===== src/rtl/spi_burst_slave_if.sv =====
// spi_burst_slave_if: SPI pins and register-bus signals of the burst slave
interface spi_burst_slave_if #(parameter int DW = 16, parameter int AW = 16);
  logic spi_clk, spi_csn, spi_mosi, spi_miso, spi_miso_oe;
  logic [AW-1:0] addr;
  logic [DW-1:0] wdata, rdata;
  logic wen, ren, rvalid, rd_underrun, frame_done;
  modport slave (
    input spi_clk, spi_csn, spi_mosi, rdata, rvalid,
    output spi_miso, spi_miso_oe, addr, wdata, wen, ren, rd_underrun, frame_done
  );
  modport master (
    output spi_clk, spi_csn, spi_mosi, rdata, rvalid,
    input spi_miso, spi_miso_oe, addr, wdata, wen, ren, rd_underrun, frame_done
  );
endinterface


===== src/rtl/spi_burst_slave.sv =====
// spi_burst_slave: oversampled SPI mode-0 slave turning each CSN frame into auto-incrementing bus bursts
module spi_burst_slave #(
  parameter int DW = 16,
  parameter int AW = 16,
  parameter int DUMMY = 8,
  parameter int CW = 8
) (
  input logic clk,
  input logic rst,
  spi_burst_slave_if.slave bus
);
  localparam int SW = (AW + 2 > DW) ? AW + 2 : DW;
  typedef enum logic [2:0] {S_IDLE, S_HDR, S_WDATA, S_DUMMY, S_RDATA, S_NOP} state_t;
  state_t state, state_n;
  logic [2:0] sclk_s, csn_s;
  logic [1:0] mosi_s;
  logic [CW-1:0] cnt;
  logic [SW-1:0] sh;
  logic [DW-1:0] tx, rbuf;
  logic [AW+1:0] hdr;
  logic rbuf_v, pend, word_done, hdr_rd, pf_inc, pf_ren;
  logic rise, fall, cs_start, cs_end, mosi, hdr_last, word_last, load;
  assign cs_start = ~csn_s[1] & csn_s[2];
  assign cs_end = csn_s[1] & ~csn_s[2];
  assign rise = sclk_s[1] & ~sclk_s[2] & ~cs_end;
  assign fall = ~sclk_s[1] & sclk_s[2] & ~cs_end;
  assign mosi = mosi_s[1];
  assign hdr = {sh[AW:0], mosi};
  assign hdr_last = rise && state == S_HDR && cnt == CW'(AW + 1);
  assign word_last = rise && state == S_WDATA && cnt == CW'(DW - 1);
  assign load = fall && ((state == S_DUMMY && cnt == CW'(DUMMY)) || (state == S_RDATA && cnt == CW'(DW - 1)));
  always_ff @(posedge clk or posedge rst)
    if (rst) state <= S_IDLE;
    else state <= state_n;
  always_comb begin
    state_n = cs_end ? S_IDLE :
              (state == S_IDLE && cs_start) ? S_HDR :
              hdr_last ? (hdr[AW+1:AW] == 2'b10 ? S_WDATA : hdr[AW+1:AW] == 2'b01 ? S_DUMMY : S_NOP) :
              (state == S_DUMMY && load) ? S_RDATA : state;
  end
  always_ff @(posedge clk or posedge rst)
    if (rst) begin
      sclk_s <= '0;
      csn_s <= '1;
      mosi_s <= '0;
      cnt <= '0;
      sh <= '0;
      tx <= '0;
      rbuf <= '0;
      rbuf_v <= 1'b0;
      pend <= 1'b0;
      word_done <= 1'b0;
      hdr_rd <= 1'b0;
      pf_inc <= 1'b0;
      pf_ren <= 1'b0;
      bus.spi_miso <= 1'b0;
      bus.spi_miso_oe <= 1'b0;
      bus.addr <= '0;
      bus.wdata <= '0;
      bus.wen <= 1'b0;
      bus.ren <= 1'b0;
      bus.rd_underrun <= 1'b0;
      bus.frame_done <= 1'b0;
    end else begin
      sclk_s <= {sclk_s[1:0], bus.spi_clk};
      csn_s <= {csn_s[1:0], bus.spi_csn};
      mosi_s <= {mosi_s[0], bus.spi_mosi};
      bus.wen <= word_done;
      bus.ren <= hdr_rd | pf_ren;
      bus.rd_underrun <= load & ~rbuf_v;
      bus.frame_done <= cs_end & (state != S_IDLE);
      bus.spi_miso <= (state == S_RDATA) & ~cs_end & tx[DW-1];
      bus.spi_miso_oe <= state_n == S_DUMMY || state_n == S_RDATA;
      word_done <= word_last;
      hdr_rd <= hdr_last && hdr[AW+1:AW] == 2'b01;
      pf_inc <= load & rbuf_v;
      pf_ren <= pf_inc;
      if (word_done) bus.wdata <= sh[DW-1:0];
      if (bus.wen || pf_inc) bus.addr <= bus.addr + 1'b1;
      if (hdr_last) bus.addr <= hdr[AW-1:0];
      if (hdr_rd || pf_ren) pend <= 1'b1;
      if (state == S_IDLE && cs_start) cnt <= '0;
      if (hdr_last || word_last) cnt <= '0;
      else if (rise && (state == S_HDR || state == S_WDATA || state == S_DUMMY)) cnt <= cnt + 1'b1;
      if (rise && (state == S_HDR || state == S_WDATA)) sh <= {sh[SW-2:0], mosi};
      if (load) begin
        tx <= rbuf_v ? rbuf : '0;
        rbuf_v <= 1'b0;
        cnt <= '0;
      end else if (fall && state == S_RDATA) begin
        tx <= tx << 1;
        cnt <= cnt + 1'b1;
      end
      if (bus.rvalid && pend) begin
        rbuf <= bus.rdata;
        rbuf_v <= 1'b1;
        pend <= 1'b0;
      end
      if (cs_end) begin
        cnt <= '0;
        pend <= 1'b0;
        rbuf_v <= 1'b0;
        word_done <= 1'b0;
        hdr_rd <= 1'b0;
        pf_inc <= 1'b0;
        pf_ren <= 1'b0;
        bus.ren <= 1'b0;
      end
    end
endmodule


===== src/flat_wrapper.sv =====
// flat-port wrapper written by rule: the top's interface ports become plain ports
module spi_burst_slave_flat 
#(
  parameter int DW = 16,
  parameter int AW = 16,
  parameter int DUMMY = 8,
  parameter int CW = 8
)
  (clk, rst, bus_spi_clk, bus_spi_csn, bus_spi_mosi, bus_rdata, bus_rvalid, bus_spi_miso, bus_spi_miso_oe, bus_addr, bus_wdata, bus_wen, bus_ren, bus_rd_underrun, bus_frame_done);
  spi_burst_slave_if #(.DW(DW), .AW(AW)) bus_i ();
  input logic clk;
  input logic rst;
  input wire logic [$bits(bus_i.spi_clk)-1:0] bus_spi_clk;
  input wire logic [$bits(bus_i.spi_csn)-1:0] bus_spi_csn;
  input wire logic [$bits(bus_i.spi_mosi)-1:0] bus_spi_mosi;
  input wire logic [$bits(bus_i.rdata)-1:0] bus_rdata;
  input wire logic [$bits(bus_i.rvalid)-1:0] bus_rvalid;
  output wire logic [$bits(bus_i.spi_miso)-1:0] bus_spi_miso;
  output wire logic [$bits(bus_i.spi_miso_oe)-1:0] bus_spi_miso_oe;
  output wire logic [$bits(bus_i.addr)-1:0] bus_addr;
  output wire logic [$bits(bus_i.wdata)-1:0] bus_wdata;
  output wire logic [$bits(bus_i.wen)-1:0] bus_wen;
  output wire logic [$bits(bus_i.ren)-1:0] bus_ren;
  output wire logic [$bits(bus_i.rd_underrun)-1:0] bus_rd_underrun;
  output wire logic [$bits(bus_i.frame_done)-1:0] bus_frame_done;
  assign bus_i.spi_clk = bus_spi_clk;
  assign bus_i.spi_csn = bus_spi_csn;
  assign bus_i.spi_mosi = bus_spi_mosi;
  assign bus_i.rdata = bus_rdata;
  assign bus_i.rvalid = bus_rvalid;
  assign bus_spi_miso = bus_i.spi_miso;
  assign bus_spi_miso_oe = bus_i.spi_miso_oe;
  assign bus_addr = bus_i.addr;
  assign bus_wdata = bus_i.wdata;
  assign bus_wen = bus_i.wen;
  assign bus_ren = bus_i.ren;
  assign bus_rd_underrun = bus_i.rd_underrun;
  assign bus_frame_done = bus_i.frame_done;
  spi_burst_slave #(.DW(DW), .AW(AW), .DUMMY(DUMMY), .CW(CW)) u_core (.clk(clk), .rst(rst), .bus(bus_i));
endmodule

===== config.mk =====
export PLATFORM = sky130hd
export DESIGN_NAME = spi_burst_slave_flat
export DESIGN_NICKNAME = d
export VERILOG_FILES = /design/src/rtl/spi_burst_slave_if.sv /design/src/rtl/spi_burst_slave.sv /design/src/flat_wrapper.sv
export SDC_FILE = /design/constraint.sdc
export NUM_CORES = 1
export LEC_CHECK = 0
export CORE_ASPECT_RATIO = 1.1
export CORE_MARGIN = 3
export CORE_UTILIZATION = 55
export CTS_BUF_LIST = sky130_fd_sc_hd__clkbuf_8 sky130_fd_sc_hd__clkbuf_16
export DETAILED_ROUTE_END_ITERATION = 16
export DONT_BUFFER_PORTS = 1
export MAX_ROUTING_LAYER = met4
export PLACE_DENSITY = 0.7
export SLEW_MARGIN = 20
export SYNTH_ARGS = -nofsm -noshare
export SYNTH_HDL_FRONTEND = slang
export SYNTH_SLANG_ARGS = --single-unit

===== constraint.sdc =====
create_clock -name clk -period 4.8 [get_ports clk]
set_clock_uncertainty 0.1 [all_clocks]
set_input_delay 0.24 -clock clk [delete_from_list [all_inputs] [get_ports clk]]
set_output_delay 0.24 -clock clk [all_outputs]
set_load 0.01 [all_outputs]

==> impl_results.md, run 1 <==
* Placed insts at 530
* Reg power frac at 0.618
* Sequential share of the synthesized area at 0.563
* First-pass GRT wire length at 16500 um
* R2R Path Start: u_core.csn_s[1]
* TritonCTS clock tree: yes
* Worst vdd ir at 0.159 mV
* Synth warnings at 0
* Row count at 35
* Via density at approximately 5.8
* Post-CTS Repair Setup Buffers at 0
* Initial Utilization at 0.581
* Status: completed
* Routed Antenna Nets at 0
* Switching power at slightly above 0.0004 W
* Vias in the first global route at 3324
* Port bufs at 0
* Startpoint type of the worst setup path: register
* Main combinational cell family by area after synthesis: simple AND/OR/NAND/NOR gates
* Non-Filler Instances at 566
* Critical path data required time at 4970 ps
* Commonest cells after routing, fill and taps aside: dfrtp_1 (109), mux2_2 (48), nand2_1 (45)
* Post-Synth Adder-Cell Area at 0.0150
* Area growth, synth to finish at 9.26%
* MaxCap Viol Count at 0
* Die width at 96.8 um
* CP Max Fanout at 27
* Grt ovf at 0
* Clock sinks at 112
* Final setup viols at 0
* Max Slew Vio Count at 0
* Netlist Area Pre-Place at between 0.004 and 0.005 mm^2
* Endpoint class of the critical path: register
* DRT Wirelength at slightly below 10000 um
* Layout cells sized above 1 at 0.187
* Htree depth at 3
* Logic pwr share at 0.059
* Internal power at 0.00121 W
* Setup TNS at 0 ps
* Post-synth ARST share at 1.00
* RePlAce Congestion at 0.923
* Ant diodes at 0
* Mux share of post-synthesis cell area at 0.114
* Headroom to the max-slew limit at 0.351
* CP startpoint: u_core.csn_s[1]
* Core ar. at 0.00858 mm^2
* Total GRT Usage at 0.205
* Largest net degree at the start of global routing at 63
* Mean Syn Cell Area at 11.5 um^2
* Root buf cell: clkbuf_8
* Num CTS Buffers at 9
* Initial antenna violation count at 0
* Syn nets at 462
* Most common cell after layout, fill and taps aside: dfrtp_1
* Yosys reg bits at 112
* Worst EP arrival at roughly 2900 ps
* Initial detailed-routing violation count at between 150 and 200
* RSZ-0062 raised after global routing: false
* Via count at 3258
* Gate Count Post-Synth at roughly 430
* Power per cell area at 298 mW/mm^2
* IO Count at 60
* Switch share at 0.255
* Compound-Gate Fraction of Synth Area at 0.104
* Crit path time final at about 2700 ps
* Reg clk slew, reported paths at roughly 100 ps
* Die height at 106 um
* XOR/XNOR share of the synthesized area at 0.0334
* FMAX at ~0.37 GHz
* Clk pwr share at 0.323
* Post-synth EDFFs at 0
* Die area at 0.0103 mm^2
* HPWL after DPL at 6840 um
* Clock buffer depth at 2
* Hold Path Class: register to register
* Final period util at 0.559
* Crit path kind: register to register
* Unique masters post-synth at 47
* Main flop type after synthesis: dfrtp_1
* Worst-Margin Slew at ~970 ps
* Final nets at about 480
* WL/cell at 17.3 um
* Clock latency on the worst-skew pair at 370 ps
* Fin. Hold Viols at 0
* Worst Min Path Start: u_core.sclk_s[0]
* DRC errors left at 0
* Drt pass-1 iters at 4
* Simple-Gate Fraction of Synth Area at 0.149
* P_leak at 2.50 nW
==> timing repair <==
| action | in CTS | in global routing |
|---|---|---|
| hold buffers | 20 | 0 |
| hold endpoints to repair | 66 | 0 |
| gates resized for setup | 0 | 0 |
==> stage by stage <==
step	area [um^2]	power (W)	hold slack (ps)	util	setup slack (ps)
5_1_grt	5450	0.00170	266	0.635	1860
3_3_place_gp	5060	0.00111	125	0.590	2180
3_5_place_dp	5060	0.00111	134	0.590	2140
2_1_floorplan	4990	0.00108	144	-	1510
4_1_cts	5440	0.00165	262	0.634	2100
6_report	5450	0.00163	257	0.635	2120
==> worst max-delay path, stage by stage (launching register included) <==
cell      delay, ps
dfstp_2         560
nand2b_1        290
nand3_1         250
or2_1           720
a31oi_2         230
or2_1           270
mux2i_1         180
==> final cells by class <==
type | count | area (um^2)
fillers | 694 | 3130
flip-flops and latches | 112 | 2810
multi-input cells | 297 | 2080
repair buffers | 21 | 208
well taps | 111 | 139
clock buffers | 9 | 124
clock inverters | 7 | 55.1
inverters | 9 | 36.3
==> Yosys cell counts, types with 4 or more instances <==
master | count | area (um^2)
dfrtp_1 | 109 | 2730
mux2_2 | 48 | 541
nand2_1 | 45 | 169
nor2_1 | 32 | 120
a21oi_1 | 19 | 95.1
o21a_1 | 17 | 128
xor2_1 | 16 | 140
o211ai_1 | 15 | 113
nand3_1 | 12 | 60.1
o21ai_0 | 11 | 55.1
inv_1 | 9 | 33.8
buf_2 | 8 | 40.0
and3_1 | 7 | 43.8
clkbuf_1 | 6 | 22.5
ha_1 | 6 | 75.1
nand2b_1 | 6 | 37.5
nor3_1 | 6 | 30.0
o21ai_1 | 6 | 30.0
nor2b_1 | 5 | 31.3
nand4_1 | 4 | 25.0
or3_1 | 4 | 25.0
==> power groups by stage <==
stage / clock network, W / logic [W] / registers [W]
after floorplan: 0 / 0.0000689 / 0.00101
final: 0.000525 / 0.0000958 / 0.00101
after global routing: 0.000575 / 0.000109 / 0.00101
after global placement: 0 / 0.0000837 / 0.00102
after CTS: 0.000545 / 0.0000979 / 0.00101
after detailed placement: 0 / 0.0000844 / 0.00103
==> cell families after synthesis <==
kind of cell	Yosys count
flops	112
fa+ha+maj	6
compound gates	78
buf+inv	25
simple gates	143
mux	51
xor+xnor	19
==> layer usage <==
layer / vias to the layer above / GRT usage / wire (um)
li1: 1549 / - / -
met3: 14 / 0.0589 / 476
met2: 70 / 0.336 / 5050
met5: - / - / 0
met4: 0 / 0.0562 / 153
met1: 1625 / 0.252 / 4100
==> path summary, 6_finish.rpt <==
| kind | endpoint | slack [ps] | cells after the start |
|---|---|---|---|
| min in group asynchronous | u_core.rbuf[12] | 310 | 2 |
| max in group asynchronous | u_core.cnt[5] | 3080 | 3 |
| setup / recovery | u_core.bus.spi_miso_oe | 2120 | 6 |
| hold reg to reg | u_core.sclk_s[1] | 260 | 0 |
| setup reg to reg | u_core.bus.spi_miso_oe | 2120 | 6 |
| hold / removal | u_core.sclk_s[1] | 260 | 0 |
==> sequential cells by signal (all words and copies together) (netlist names) <==
register                flops
u_core.tx                  16
u_core.sh                  17
u_core.mosi_s               2
u_core.pf_inc               1
u_core.bus.wdata           16
u_core.bus.spi_miso_oe      1
u_core.hdr_rd               1
u_core.cnt                  8
u_core.bus.ren              1
u_core.csn_s                3
u_core.rbuf_v               1
u_core.state                3
u_core.rbuf                16
u_core.sclk_s               3
u_core.bus.frame_done       1
u_core.bus.rd_underrun      1
u_core.word_done            1
u_core.pf_ren               1
u_core.pend                 1
u_core.bus.spi_miso         1
u_core.bus.addr            16
u_core.bus.wen              1
Power figures use the tool's default switching activity.
==> run 2, diff against run 1 <==
- clock period: 4.8 -> 2.8 ns (I/O delays scaled with it)
==> impl_results.md, run 2 (same netlist as run 1, synthesis figures left out) <==
* Status: completed
* P_leak at 2.51 nW (+0.60%)
* Fin. Hold Viols at 0 (unchanged)
* Endpoint class of the critical path: register
* Num CTS Buffers at 9 (unchanged)
* Filler cells at 721 (+3.9%)
* Initial Utilization at 0.581 (unchanged)
* Max Used Layer: met4
* Total GRT Usage at 0.193 (-0.0128)
* Switching power at 0.000706 W (+70%)
* Max Slew Vio Count at 0 (unchanged)
* Setup ws final at 526 ps (-1590 ps)
* RSZ-0062 raised after global routing: false
* Clk pwr share at 0.324 (about the same)
* Pre-CTS setup slack at 517 ps (-1620 ps)
* WL met1 at 4150 um (+1.1%)
* Routed Antenna Nets at 0 (unchanged)
* WL/cell at 16.3 um (-5.5%)
* Area growth, synth to finish at 10.2%
* Worst vdd ir at 0.332 mV (+110%)
* Initial detailed-routing violation count at 113 (-31%)
* Final period util at 0.812 (+0.253)
* Die width at 96.8 um (unchanged)
* Clock latency on the worst-skew pair at 360 ps (about the same)
* Hold Path Class: input port to async pin
* TritonCTS clock tree: yes
* DRT Wirelength at 9300 um (-4.9%)
* Clock buffer depth at 2 (unchanged)
* MaxCap Viol Count at 0 (unchanged)
* Reg clk slew, reported paths at 110 ps (about the same)
* Multi-input logic area at 0.00207 mm^2 (-0.36%)
* Root buf cell: clkbuf_8
* Clock sinks at 112 (unchanged)
* Met2 WL at 4530 um (-10%)
* Top reg by flops: u_core.sh
* Final nets at 482 (+0.84%)
* Internal power at 0.00209 W (+72%)
* IO Count at 60 (unchanged)
* Post-CTS Repair Setup Buffers at 0 (unchanged)
* Drt pass-1 iters at 4 (unchanged)
* Metal3 WL at 495 um (+4.0%)
* Final setup viols at 0 (unchanged)
* Largest net degree at the start of global routing at 63 (unchanged)
* Setup TNS at 0 ps (unchanged)
* Die area at 0.0103 mm^2 (unchanged)
* Max FFs per register at 17 (unchanged)
* CP Max Fanout at 30 (+11%)
* RePlAce Congestion at 0.955 (+3.5%)
* Startpoint type of the worst setup path: register
* Most common cell after layout, fill and taps aside: dfrtp_1
* Logic pwr share at 0.060 (about the same)
* Htree depth at 3 (unchanged)
* Initial antenna violation count at 0 (unchanged)
* Via density at 5.69 (-1.2%)
* Crit path time final at 2270 ps (-409 ps)
* FMAX at 0.440 GHz (+18%)
* Vias in the first global route at 3145 (-5.4%)
* Layout cells sized above 1 at 0.194 (+0.00709)
* DRC errors left at 0 (unchanged)
* Port bufs at 0 (unchanged)
* Commonest cells after routing, fill and taps aside: dfrtp_1 (109), mux2_2 (48), nand2_1 (45)
* Non-Filler Instances at 570 (+0.71%)
* Grt ovf at 0 (unchanged)
* Placed insts at 534 (+0.75%)
* Ant diodes at 0 (unchanged)
* Headroom to the max-slew limit at 0.474 (+0.123)
* Via count at 3242 (-0.49%)
* Row count at 35 (unchanged)
* Critical path data required time at 2960 ps (-2010 ps)
* Die height at 106 um (unchanged)
* Reg area at 0.00281 mm^2 (unchanged)
* HPWL after DPL at 6610 um (-3.3%)
* Crit path kind: register to register
* Worst EP arrival at 2440 ps (-410 ps)
* Reg power frac at 0.616 (-0.002)
* Power per cell area at 508 mW/mm^2 (+70%)
* First-pass GRT wire length at 15600 um (-5.4%)
* Worst-Margin Slew at 787 ps (-186 ps)
* Switch share at 0.253 (-0.00194)
* Core ar. at 0.00858 mm^2 (unchanged)
[run 2: final timing paths]
check                      slack (ps)  cells past startpoint        startpoint          endpoint
max reg2reg                       530                      9     u_core.cnt[0]     u_core.tx[15]
max in group asynchronous        1700                      3               rst   u_core.csn_s[0]
max                               530                      9     u_core.cnt[0]     u_core.tx[15]
min reg2reg                       260                      0  u_core.mosi_s[0]  u_core.mosi_s[1]
min in group clk                  210                      1       bus_spi_csn   u_core.csn_s[0]
min                               130                      2               rst   u_core.rbuf[12]
[run 2: critical path: stages, from the launching register on]
cell,delay (ps)
dfrtp_1,450
inv_1,80
ha_1,140
nand4b_1,190
or2_1,330
nor2_1,180
o21a_1,140
buf_4,280
o211ai_1,140
o21a_1,130
[run 2: cell type report]
class	instances	area share
clock inverter	7	0.0116
inverter	9	0.00683
timing repair buffer	25	0.0455
tap	111	0.0253
clock buffer	9	0.0225
sequential	112	0.511
multi-input combinational	297	0.378
[run 2: metal layers]
layer	GRT usage	vias up
li1	-	1560
met5	-	-
met1	0.254	1607
met4	0.0562	0
met3	0.0516	15
met2	0.296	60
[run 2: what timing repair did]
action                                  CTS  global route
gates resized for setup                   0             0
hold buffers                             20             0
hold endpoints to repair                128             0
endpoints found under the setup margin    0             0
[run 2: stage by stage]
step	util	hold slack [ps]	cell area, um^2	total power (W)
2_1_floorplan	-	44.5	4990	0.00185
3_3_place_gp	0.595	-89.3	5110	0.00190
3_5_place_dp	0.595	-87.3	5110	0.00190
4_1_cts	0.640	121	5500	0.00283
5_1_grt	0.640	140	5500	0.00292
6_report	0.640	129	5500	0.00279
[run 2: power by group through the flow]
stage	Sequential, W	Clock, W	Combinational, W
floorplan	0.00173	0	0.000118
finish	0.00172	0.000906	0.000167
detailed placement	0.00175	0	0.000149
global placement	0.00175	0	0.000146
CTS	0.00172	0.000933	0.000172
global route	0.00173	0.000999	0.000190
==> run 3, diff against run 2 <==
- ABC_AREA: default -> 1
- clock period: 2.8 -> 2.4 ns (I/O delays scaled with it)
==> impl_results.md, run 3 <==
* Status: completed
* Netlist Area Pre-Place at 0.00537 mm^2 (+7.6%)
* Critical path data required time at 2570 ps (-390 ps)
* Final period util at 0.932 (+0.120)
* Final setup viols at 0 (unchanged)
* Die height at 110 um (+3.5%)
* IO Count at 60 (unchanged)
* MaxCap Viol Count at 0 (unchanged)
* Clk pwr share at 0.295 (-0.029)
* Pre-CTS setup slack at 277 ps (-240 ps)
* Vias in the first global route at 4151 (+32%)
* FMAX at 0.447 GHz (+1.7%)
* Most common cell in the netlist: nand2_1
* Worst path buffer plus inverter count at 3 (+1)
* Fin. Hold Viols at 0 (unchanged)
* Reg clk slew, reported paths at 120 ps (about the same)
* Core ar. at 0.00944 mm^2 (+10%)
* Port bufs at 0 (unchanged)
* Main flop type after synthesis: dfrtp_1
* Synth area leader: dfrtp_1
* Total chip power at 0.00377 W (+35%)
* Final nets at 717 (+49%)
* Htree depth at 3 (unchanged)
* Syn nets at 689 (+49%)
* XOR/XNOR share of the synthesized area at 0.0131 (-0.0203)
* P_leak at 3.11 nW (+24%)
* Post-synth ARST share at 1.00 (unchanged)
* CP Max Fanout at 18 (-40%)
* CP most frequent cell: nand2_1
* Mean Syn Cell Area at 8.12 um^2 (-29%)
* Reg power frac at 0.592 (-0.024)
* Reg2Reg Setup Slack at 160 ps (-360 ps)
* Initial antenna violation count at 0 (unchanged)
* WL/cell at 14.5 um (-11%)
* Drt pass-1 iters at 4 (unchanged)
* Commonest cells after routing, fill and taps aside: nand2_1 (225), dfrtp_1 (109), inv_1 (59)
* Gate Count Post-Synth at 661 (+52%)
* Worst-Margin Slew at 635 ps (-152 ps)
* Root buf cell: clkbuf_8
* Max FFs per register at 17 (unchanged)
* Hold Path Cell Cnt at 4
* First-pass GRT wire length at 20100 um (+29%)
* CP Depth at 6 (-3)
* Layout cells sized above 1 at 0.0778 (-0.116)
* Die area at 0.0110 mm^2 (+7.1%)
* Cts repair resizes at 0 (unchanged)
* Sequential share of the synthesized area at 0.523 (-0.0397)
* Row count at 37 (+5.7%)
* Top cells by area, synth: dfrtp_1 (51%), nand2_1 (16%), nand3_1 (4.3%)
* Worst Min Path Start: bus_rvalid
* DRC errors left at 0 (unchanged)
* Cts hold-fix bufs at 26 (+30%)
* Headroom to the max-slew limit at 0.577 (+0.103)
* M1 GR Usage at 0.333 (+0.0793)
* Ant diodes at 0 (unchanged)
* Compound-Gate Fraction of Synth Area at 0.0767 (-0.0269)
* Met3 GRT Util at 0.0451 (-0.00657)
* Crit path time final at 2240 ps (-37.2 ps)
* Reg-to-reg endpoint: u_core.rbuf[0]
* Crit path kind: register to register
* Routed Antenna Nets at 0 (unchanged)
* TritonCTS clock tree: yes
* Die width at 100 um (+3.5%)
* Worst vdd ir at 0.459 mV (+38%)
* Area growth, synth to finish at 11.4%
* Switching power at 0.00112 W (+59%)
* GR peak layer: met2
* HPWL after DPL at 7980 um (+21%)
* Most common cell after layout, fill and taps aside: nand2_1
* Simple-Gate Fraction of Synth Area at 0.294 (+0.145)
* Unique masters post-synth at 34 (-28%)
* Setup ws final at 163 ps (-363 ps)
* Post-synth EDFFs at 0 (unchanged)
* Total GRT Usage at 0.237 (+0.0442)
* Endpoint class of the critical path: register
* Logic pwr share at 0.113 (+0.053)
* Mux share of post-synthesis cell area at 0.0105 (-0.104)
* Main combinational cell family by area after synthesis: simple AND/OR/NAND/NOR gates
* Worst EP arrival at 2410 ps (-30 ps)
* Clock latency on the worst-skew pair at 380 ps (+20 ps)
* Clock sinks at 112 (unchanged)
* Post-CTS Repair Setup Buffers at 0 (unchanged)
* Synth warnings at 0 (unchanged)
* RePlAce Congestion at 0.885 (-7.3%)
* R2R Path Start: u_core.pend
* Initial Utilization at 0.568 (-0.0128)
* Critical Path Max Stage Delay at 560 ps (+110 ps)
* Largest net degree at the start of global routing at 63 (unchanged)
* Top reg by flops: u_core.sh
* Startpoint type of the worst setup path: register
* List of most frequent post-synthesis cells: nand2_1 (225), dfrtp_1 (109), inv_1 (60)
* Post-Synth Adder-Cell Area at 0.0140 (-0.00106)
* Via count at 4328 (+33%)
* Power per cell area at 631 mW/mm^2 (+24%)
* Worst Hold Endpoint: u_core.rbuf[9]
* Yosys reg bits at 112 (unchanged)
* Hold Path Class: input port to register
* DRT Wirelength at 11800 um (+27%)
* Initial detailed-routing violation count at 267 (+140%)
* Via density at 5.34 (-6.2%)
* Cell breakdown of the critical path: nand2_1 > buf_4 > clkinv_1 > nand2_1 > nand2_1 > dlygate4sd3_1
* Switch share at 0.297 (+0.0443)
* Global routing usage on met2 at 0.350 (+0.0545)
* R2R cell count at 6 (-3)
* Grt ovf at 0 (unchanged)
* Setup TNS at 0 ps (unchanged)
* Yosys top cell area share at 0.508 (-0.0386)
* Internal power at 0.00265 W (+27%)
* Clock buffer depth at 2 (unchanged)
* CP max-delay cell: dlygate4sd3_1
* RSZ-0062 raised after global routing: false
* Top delay family on crit path: buffers and inverters
* Num CTS Buffers at 9 (unchanged)
* Max Slew Vio Count at 0 (unchanged)
-- run 3: changes by cell type after synthesis, moves of 5 or more --
cell | previous run | this run
nand2_1 | 45 | 225
xor2_1 | 16 | 7
nor2b_1 | 5 | 0
mux2_2 | 48 | 5
nand3b_1 | 0 | 18
o21ai_0 | 11 | 37
nand3_1 | 12 | 46
a21oi_1 | 19 | 24
nor2_1 | 32 | 52
nand2b_1 | 6 | 0
o21a_1 | 17 | 0
inv_1 | 9 | 60
o211ai_1 | 15 | 4
and3_1 | 7 | 0
-- run 3: layer usage --
layer,up-vias,wire length (um)
met1,2061,5770
met2,101,5260
met4,0,153
met3,10,587
li1,2156,-
met5,-,0
-- run 3: power by group through the flow --
stage	Sequential [W]	Clock, W	Combinational, W
5_1_grt	0.00226	0.00121	0.000500
2_1_floorplan	0.00221	0	0.000285
4_1_cts	0.00223	0.00115	0.000427
6_report	0.00223	0.00111	0.000427
3_3_place_gp	0.00226	0	0.000365
3_5_place_dp	0.00227	0	0.000374
-- run 3: worst reg2reg max path: cells and delay by family (launching register included) --
kind                   cells  cell delay, ps
DFF                        1             420
and+or+nand+nor            3             370
buffers and inverters      3            1230
-- run 3: final cells by class --
class	instances	area, um^2
sequential	112	2810
tap	117	146
clock inverter	7	76.3
fill	832	3460
inverter	66	251
clock buffer	9	124
timing repair buffer	39	383
multi-input combinational	461	2190
-- run 3: logic make-up after synthesis --
logic type,count (synthesis)
AO/OA/AOI/OAI,76
XOR/XNOR,8
adder cells (fa/ha/maj),6
buffers and inverters,88
flip-flops,112
multiplexers,5
AND/OR/NAND/NOR,366
-- run 3: metrics by stage --
stage	cell area, um^2	util	cells	hold slack [ps]
finish	5980	0.633	811	13.3
detailed placement	5520	0.584	769	-45.3
CTS	5980	0.633	811	0.314
global route	5980	0.633	811	48.4
floorplan	5370	-	661	24.5
global placement	5520	0.584	769	-49.7
-- run 3: worst max-delay path by stage --
stage	slack (ps)	end	start
final	160	u_core.rbuf[0]	u_core.pend
after global routing	20	u_core.rbuf[13]	u_core.pend
after CTS	210	u_core.rbuf[0]	u_core.pend
after detailed placement	280	u_core.bus.addr[0]	u_core.csn_s[1]
after global placement	300	u_core.cnt[2]	u_core.csn_s[2]
after floorplan	650	u_core.tx[1]	u_core.cnt[0]
